[src/rtl/switch_debouncer.sv]
// Multi-channel switch debouncer: 2-flop synchronizer plus a per-channel 4-state accept FSM.
// Define SWITCH_DEBOUNCER_EDGE_PULSE_EN to build the o_rise/o_fall pulse logic; otherwise they are tied low.
//
// state      | meaning
// STABLE0    | accepted level 0, sample matches
// PEND1      | sample is 1, counting stable samples before accepting 1
// STABLE1    | accepted level 1, sample matches
// PEND0      | sample is 0, counting stable samples before accepting 0
module switch_debouncer #(
  parameter int N_CH    = 3,
  parameter int CNT_MAX = 500000
) (
  input  logic            i_clk,
  input  logic            i_rst_n,
  input  logic [N_CH-1:0] i_switch,
  output logic [N_CH-1:0] o_switch,
  output logic [N_CH-1:0] o_busy,
  output logic [N_CH-1:0] o_rise,
  output logic [N_CH-1:0] o_fall
);

  localparam int CW = $clog2(CNT_MAX + 1);
  localparam logic [CW-1:0] CNT_LAST = CW'(CNT_MAX - 1);

  typedef enum logic [1:0] {
    ST_STABLE0 = 2'd0,
    ST_PEND1   = 2'd1,
    ST_STABLE1 = 2'd2,
    ST_PEND0   = 2'd3
  } state_t;

  logic [N_CH-1:0] r_sync1;
  logic [N_CH-1:0] r_sync2;

  always_ff @(posedge i_clk) begin
    if (!i_rst_n) begin
      r_sync1 <= '0;
      r_sync2 <= '0;
    end else begin
      r_sync1 <= i_switch;
      r_sync2 <= r_sync1;
    end
  end

  for (genvar g = 0; g < N_CH; g++) begin : g_ch
    state_t        r_state;
    state_t        w_state_nxt;
    logic [CW-1:0] r_cnt;
    logic [CW-1:0] w_cnt_nxt;
    logic          w_accept;
    logic          r_sw;
    logic          w_s;

    assign w_s = r_sync2[g];

    always_ff @(posedge i_clk) begin
      if (!i_rst_n) begin
        r_state <= ST_STABLE0;
        r_cnt   <= '0;
        r_sw    <= 1'b0;
      end else begin
        r_state <= w_state_nxt;
        r_cnt   <= w_cnt_nxt;
        if (w_accept) r_sw <= ~r_sw;
      end
    end

    // Any sample disagreeing with the pending level drops straight back to the stable state.
    always_comb begin
      w_state_nxt = r_state;
      w_cnt_nxt   = r_cnt;
      w_accept    = 1'b0;
      case (r_state)
        ST_STABLE0: begin
          if (w_s) begin
            w_state_nxt = ST_PEND1;
            w_cnt_nxt   = '0;
          end
        end
        ST_PEND1: begin
          if (!w_s) begin
            w_state_nxt = ST_STABLE0;
            w_cnt_nxt   = '0;
          end else if (r_cnt == CNT_LAST) begin
            w_state_nxt = ST_STABLE1;
            w_cnt_nxt   = '0;
            w_accept    = 1'b1;
          end else begin
            w_cnt_nxt = r_cnt + 1'b1;
          end
        end
        ST_STABLE1: begin
          if (!w_s) begin
            w_state_nxt = ST_PEND0;
            w_cnt_nxt   = '0;
          end
        end
        ST_PEND0: begin
          if (w_s) begin
            w_state_nxt = ST_STABLE1;
            w_cnt_nxt   = '0;
          end else if (r_cnt == CNT_LAST) begin
            w_state_nxt = ST_STABLE0;
            w_cnt_nxt   = '0;
            w_accept    = 1'b1;
          end else begin
            w_cnt_nxt = r_cnt + 1'b1;
          end
        end
        default: begin
          w_state_nxt = ST_STABLE0;
          w_cnt_nxt   = '0;
        end
      endcase
    end

    assign o_switch[g] = r_sw;
    assign o_busy[g]   = (r_state == ST_PEND1) || (r_state == ST_PEND0);

`ifdef SWITCH_DEBOUNCER_EDGE_PULSE_EN
    logic r_rise;
    logic r_fall;

    always_ff @(posedge i_clk) begin
      if (!i_rst_n) begin
        r_rise <= 1'b0;
        r_fall <= 1'b0;
      end else begin
        r_rise <= w_accept && (r_state == ST_PEND1);
        r_fall <= w_accept && (r_state == ST_PEND0);
      end
    end

    assign o_rise[g] = r_rise;
    assign o_fall[g] = r_fall;
`else
    assign o_rise[g] = 1'b0;
    assign o_fall[g] = 1'b0;
`endif
  end

endmodule

[config.mk]
export PLATFORM = sky130hd
export DESIGN_NAME = switch_debouncer
export DESIGN_NICKNAME = d
export VERILOG_FILES = /design/src/rtl/switch_debouncer.sv
export SDC_FILE = /design/constraint.sdc
export NUM_CORES = 1
export LEC_CHECK = 0
export ABC_AREA = 1
export CAP_MARGIN = 40
export CORE_AREA = 3 3 87 89
export DETAILED_ROUTE_END_ITERATION = 6
export DIE_AREA = 0 0 90 92
export PLACE_DENSITY = 0.77
export SYNTH_ARGS = -nofsm -noshare
export SYNTH_HDL_FRONTEND = slang
export SYNTH_SLANG_ARGS = --single-unit
export TNS_END_PERCENT = 100
[constraint.sdc]
create_clock -name i_clk -period 1.8 [get_ports i_clk]
set_input_delay 0.36 -clock i_clk [delete_from_list [all_inputs] [get_ports i_clk]]
set_output_delay 0.36 -clock i_clk [all_outputs]
set_load 0.02 [all_outputs]
==> impl_metrics.yaml, run 1 <==
setup_path:
  rr_worst_depth: 8
  worst_setup_path_start_kind: "flip-flop"
  arrival_ps: 1370
  r2r_setup_slack_ps: 190
  cp-end-kind: "output pin"
  critical_path.endpoint: "o_busy[0]"
  critPathTopFamily: "buffers and inverters"
  r2r-end: "g_ch[2].r_cnt[18]$_SDFFE_PN0P_"
  crit_type: "reg2out"
  worst_ep_required_time_ps: 1440
  slowest_delay_ps: 630
  worstReg2RegStart: "g_ch[2].r_cnt[0]$_SDFFE_PN0P_"
  critical_path.max_fanout: 4
  cp_cell_sequence: "clkdlybuf4s50_1"
  worstSetupPathDepth: 1
  path_buf_inv: 1
  crit_slowest_cell: "clkdlybuf4s50_1"
  crit_path_start: "g_ch[0].r_state[0]$_SDFFE_PN0P_"
global_routing:
  grt-ovfl-total: 0
  antenna_found_initial: 0
  grt_max_degree: 24
  grt_pass1_vias: 3504
  grt_use_total: 0.211
  grt_pass1_wl_mm: 14.6
route:
  drtPass1Iterations: 4
  first_iter_violations: 194
  met3_length_um: 338
  routed-via-count: 3780
  avgViaCountPerCell: 5.08
  drt.antenna.violating_nets: 0
  wl_per_cell_um: 11.2
  dr.max_layer_used: "met4"
  drt_wl_total_mm: 8.33
  drc_errors: 0
  wl_met1_mm: 3.85
  wl_met2_mm: 4.05
timing:
  hold_slack_ps: 416
  fin_worst_skew_ps: 3.69
  fin_crit_sh: 0.962
  max_freq_mhz: 577
  setup_violations: 0
  finalHoldViolations: 0
  drv_slew: 0
  setup_tns_ps: 0
  min_period_ps: 1730
synthesis:
  synthTopCellsByArea: "dfxtp_1, nand2_1, inv_1, nor2_1, a21oi_1"
  synth.largest_area_cell: "dfxtp_1"
  yosysMostFrequentCell: "nand2_1"
  yosysTopAreaCellShare: 0.355
  synth_commonest_cells: "nand2_1, inv_1, nor2_1"
  yosys_register_bits: 72
  syn-cell-area_um2: 4060
  synthArstFlopShare: 0
  synth_edf_count: 0
  syn_inst: 633
  ys_types: 35
  synthFlopType: "dfxtp_1"
  yosys_warnings: 0
  avgSynthCellArea_um2: 6.42
  seq_area_frac_synth: 0.355
worst_hold_path:
  min_path_type: "reg2reg"
power:
  switching_share: 0.265
  switchingPower_uw: 783
  vdd_drop_max_v: 0.000408
  p_per_area_nw_per_um2: 671
  clkPwrFrac: 0.381
  internal_power_uw: 2170
  power_uw: 2950
  seq_power_share: 0.548
  pwr-share-comb: 0.071
  power_leakage_uw: 0.00163
floorplan:
  die_y_um: 92
  start_util: 0.595
  num_rows: 30
  dieArea_um2: 8280
  die_w_um: 90
  io-pin-count: 17
  core_area_um2: 6830
clocking:
  clk_pin_slew_ps: 80
  htree_levels: 3
  clock_sinks: 72
  clockBufferDepth: 2
  post_cts_buffers: 0
  cts-root-buf: "clkbuf_8"
  numCtsBuffers: 9
  cts_tree: "done"
  clk_latency_ps: 350
cells_and_area:
  fin_area_um2: 4400
  layout-drive-gt1-share: 0.0849
  fin_cells: 744
  syn2layout_area_growth_pct: 8.22
  n_antenna_cell: 0
  nets: 651
job:
  cap_violations: 0
run_status:
  status: "finished clean"
placed_design:
  place_congestion: 0.920
  io_buffers: 10
  dp.cells: 728
  dp_hpwl_mm: 6.20
  placed_cell_area_um2: 4220
layout make-up:
| cell class | count | area [um^2] |
|---|---|---|
| Fill cell | 640 | 2430 |
| Multi-Input combinational cell | 457 | 2180 |
| Sequential cell | 72 | 1440 |
| Inverter | 86 | 323 |
| Timing Repair Buffer | 17 | 165 |
| Clock buffer | 9 | 124 |
| Tap cell | 96 | 120 |
| Clock inverter | 7 | 47.5 |
power groups by stage:
stage,logic [uW],registers (uW),clock network [uW]
floorplan,163,1650,0
global placement,207,1650,0
global route,234,1620,1220
CTS,211,1620,1150
detailed placement,211,1650,0
finish,210,1620,1130
sequential cells by signal, indices dropped and copies added (netlist names), named ones only:
register and flops:
r_sync1 3, g_ch.r_state 3, r_sync2 3, g_ch.r_cnt 57
g_ch.r_sw 3
per-stage QoR:
stage               setup WS [ps]   util
floorplan                     325      -
global placement              239  0.618
detailed placement            200  0.618
CTS                          52.9  0.643
global route               -0.346  0.644
finish                       67.9  0.644
cell families (layout without fill, tap and decap cells):
family,count (synthesis),count (layout),synth area share
flops,72,72,0.355
other cells,1,6,0.000923
simple gates,358,358,0.388
xor+xnor,13,13,0.0299
fa+ha+maj,3,3,0.00924
buf+inv,109,119,0.115
compound gates,77,77,0.102
cell usage in the layout (no fill, tap or decap), types with 2 or more instances in the layout:
master	instances
o21ai_0	23
clkbuf_8	9
nor2_1	79
a21oi_2	3
clkinv_2	3
nand2_2	5
nor3b_1	2
conb_1	6
nor3_1	12
ha_1	2
a21oi_1	42
o21bai_1	2
inv_2	2
nand4_1	13
dfxtp_1	72
nand3b_1	3
xnor2_1	4
clkinvlp_4	2
clkdlybuf4s50_1	10
nand3_2	4
nor2_2	9
nor2_4	4
nor3_2	2
o21a_1	2
nand3_1	38
inv_1	84
xor2_1	8
nand2_1	184
a211oi_1	3
buf_4	6
worst min path at each step:
stage	start	to	slack, ps	cells past startpoint
floorplan	r_sync1[0]$_SDFF_PN0_	r_sync2[0]$_SDFF_PN0_	390	2
global route	r_sync1[1]$_SDFF_PN0_	r_sync2[1]$_SDFF_PN0_	440	2
detailed placement	r_sync1[2]$_SDFF_PN0_	r_sync2[2]$_SDFF_PN0_	400	2
finish	r_sync1[2]$_SDFF_PN0_	r_sync2[2]$_SDFF_PN0_	420	2
CTS	r_sync1[2]$_SDFF_PN0_	r_sync2[2]$_SDFF_PN0_	420	2
global placement	r_sync1[1]$_SDFF_PN0_	r_sync2[1]$_SDFF_PN0_	390	2
what timing repair did:
action	in CTS	in global routing
gates resized for setup	0	1
hold buffers	0	0
setup endpoints to repair	0	1
layer usage:
layer,up-vias,GRT usage
met5,-,0
met4,0,0.0599
met3,9,0.0640
met2,78,0.373
met1,1697,0.247
li1,1996,-
No activity file was read; power rests on OpenSTA's default activity.
==> inputs of run 2 (changes only) <==
--- a/config.mk
+++ b/config.mk
@@ -11,6 +11,7 @@
 export DETAILED_ROUTE_END_ITERATION = 6
 export DIE_AREA = 0 0 90 92
 export PLACE_DENSITY = 0.77
+export REMOVE_ABC_BUFFERS = 1
 export SYNTH_ARGS = -nofsm -noshare
 export SYNTH_HDL_FRONTEND = slang
 export SYNTH_SLANG_ARGS = --single-unit
==> run 2 against run 1 <==
Routed wire length rose by 1.0%. Core utilization rose by 1.0 points. Final cell count fell by 0.13%. Power rose by 8.3%. Via count rose by 0.24%. Sequential cell count did not move. Worst setup slack improved by 25 ps. Combinational power rose by 5%. Largest cell class unchanged. Largest power group unchanged. Highest routed layer unchanged.
==> impl_metrics.yaml, run 2 (synthesis results as in run 1) <==
run_status:
  status: "finished clean"
cells_and_area:
  n_antenna_cell: 0
  largest_reg_flops: 57
  n_fill_cell: 629
  multiInputGateArea_um2: 2170
  fin_cells: 743
  layout_commonest_cell: "nand2_1"
  layout-drive-gt1-share: 0.0850
  final_cell_mix: "nand2_1, inv_1, nor2_1"
  regArea_um2: 1440
  syn2layout_area_growth_pct: 9.91
  fin_area_um2: 4470
  regMostFlops: "g_ch.r_cnt"
  nets: 652
global_routing:
  antenna_found_initial: 0
  grt_max_degree: 20
  grt-ovfl-total: 0
  grt_use_total: 0.211
  grt_pass1_vias: 3327
  grt_pass1_wl_mm: 14.7
floorplan:
  dieArea_um2: 8280
  num_rows: 30
  core_area_um2: 6830
  io-pin-count: 17
  die_w_um: 90
  start_util: 0.595
  die_y_um: 92
setup_path:
  crit_type: "reg2out"
  crit_slowest_cell: "clkdlybuf4s50_1"
  path_buf_inv: 1
  critical_path.max_fanout: 4
  arrival_ps: 1350
  slowest_delay_ps: 630
  worst_ep_required_time_ps: 1440
  cp_cell_sequence: "clkdlybuf4s50_1"
  worst_setup_path_start_kind: "flip-flop"
  critPathTopFamily: "buffers and inverters"
  cp-end-kind: "output pin"
clocking:
  cts-root-buf: "clkbuf_8"
  cts_tree: "done"
  htree_levels: 3
  numCtsBuffers: 9
  clockBufferDepth: 2
  clk_pin_slew_ps: 70
  clk_latency_ps: 330
  clock_sinks: 72
  post_cts_buffers: 0
timing:
  drv_slew: 0
  fin_crit_sh: 0.948
  max_freq_mhz: 586
  rsz0062_at_grt: "yes"
  setup_tns_ps: 0
  min_period_ps: 1710
  setup_violations: 0
  fin_worst_skew_ps: 7.51
  finalHoldViolations: 0
placed_design:
  dp.cells: 729
  dp_hpwl_mm: 6.19
  io_buffers: 10
  placed_cell_area_um2: 4260
  place_congestion: 0.895
route:
  avgViaCountPerCell: 5.10
  first_iter_violations: 205
  drc_errors: 0
  routed-via-count: 3789
  drtPass1Iterations: 5
  drt.antenna.violating_nets: 0
  drt_wl_total_mm: 8.41
  wl_per_cell_um: 11.3
power:
  p_per_area_nw_per_um2: 716
  vdd_drop_max_v: 0.000400
  power_leakage_uw: 0.00168
  power_uw: 3200
worst_hold_path:
  min_path_type: "reg2reg"
job:
  cap_violations: 0
## run 2: cell types whose count changed in the layout (fill, tap and decap cells not counted), sizes merged
cell / before / now
clkinv: 4 / 2
bufinv: 0 / 2
inv: 87 / 86
clkbuf: 9 / 10
clkinvlp: 2 / 0
buf: 7 / 8
## run 2: routing by layer
| metal | GRT usage | routed length, um | up-vias | part of all wire |
|---|---|---|---|---|
| met4 | 0.0599 | 105 | 0 | 0.012 |
| met2 | 0.352 | 3990 | 65 | 0.47 |
| met5 | 0 | 0 | - | 0 |
| li1 | - | - | 2000 | - |
| met1 | 0.272 | 4010 | 1713 | 0.48 |
| met3 | 0.0509 | 306 | 11 | 0.036 |
## run 2: cell type report
type                    instances  share of cell area
repair buffers                 18              0.0443
multi-input cells             457               0.487
inverters                      86              0.0723
clock buffers                  10              0.0308
clock inverters                 4              0.0157
flip-flops and latches         72               0.323
well taps                      96              0.0269
## run 2: worst reg2reg max path, delay by kind of cell (launching register included)
family          cells  cell delay, ps
flops               1             340
simple gates        5             640
compound gates      2             330
fa+ha+maj           1             250
## run 2: what timing repair did
action	in CTS	in global routing
hold endpoints to repair	0	0
gates resized for setup	0	2
hold buffers	0	0
endpoints found under the setup margin	0	3
## run 2: power breakdown
group	total, uW	leakage, uW	switching, uW	internal (uW)
clock network	1360	0.000108	560	798
logic	221	0.000985	150	71.5
registers	1620	0.000583	9.82	1610
total	3200	0.00168	719	2480
## run 2: worst paths after layout
| kind | slack [ps] | cells past startpoint | to | from |
|---|---|---|---|---|
| max | 90 | 1 | o_busy[0] | g_ch[0].r_state[0]$_SDFFE_PN0P_ |
| min | 410 | 2 | r_sync2[2]$_SDFF_PN0_ | r_sync1[2]$_SDFF_PN0_ |
| max reg2reg | 160 | 8 | g_ch[0].r_cnt[11]$_SDFFE_PN0P_ | g_ch[0].r_cnt[0]$_SDFFE_PN0P_ |
| min reg2reg | 410 | 2 | r_sync2[2]$_SDFF_PN0_ | r_sync1[2]$_SDFF_PN0_ |
## run 2: metrics by stage
step,hold WS (ps),utilization,setup slack (ps)
after global placement,393,0.623,227
final,413,0.654,93.2
after detailed placement,397,0.623,148
after global routing,448,0.654,-12.4
after floorplan,390,-,246
after CTS,415,0.653,70.9
==> inputs of run 3 (changes only) <==
--- a/config.mk
+++ b/config.mk
@@ -8,6 +8,7 @@
 export ABC_AREA = 1
 export CAP_MARGIN = 40
 export CORE_AREA = 3 3 87 89
+export CTS_BUF_LIST = sky130_fd_sc_hd__clkbuf_8 sky130_fd_sc_hd__clkbuf_16
 export DETAILED_ROUTE_END_ITERATION = 6
 export DIE_AREA = 0 0 90 92
 export PLACE_DENSITY = 0.77
==> results of run 3 <==
Same layout as run 2: the final DEF is identical, and so are final timing and power.
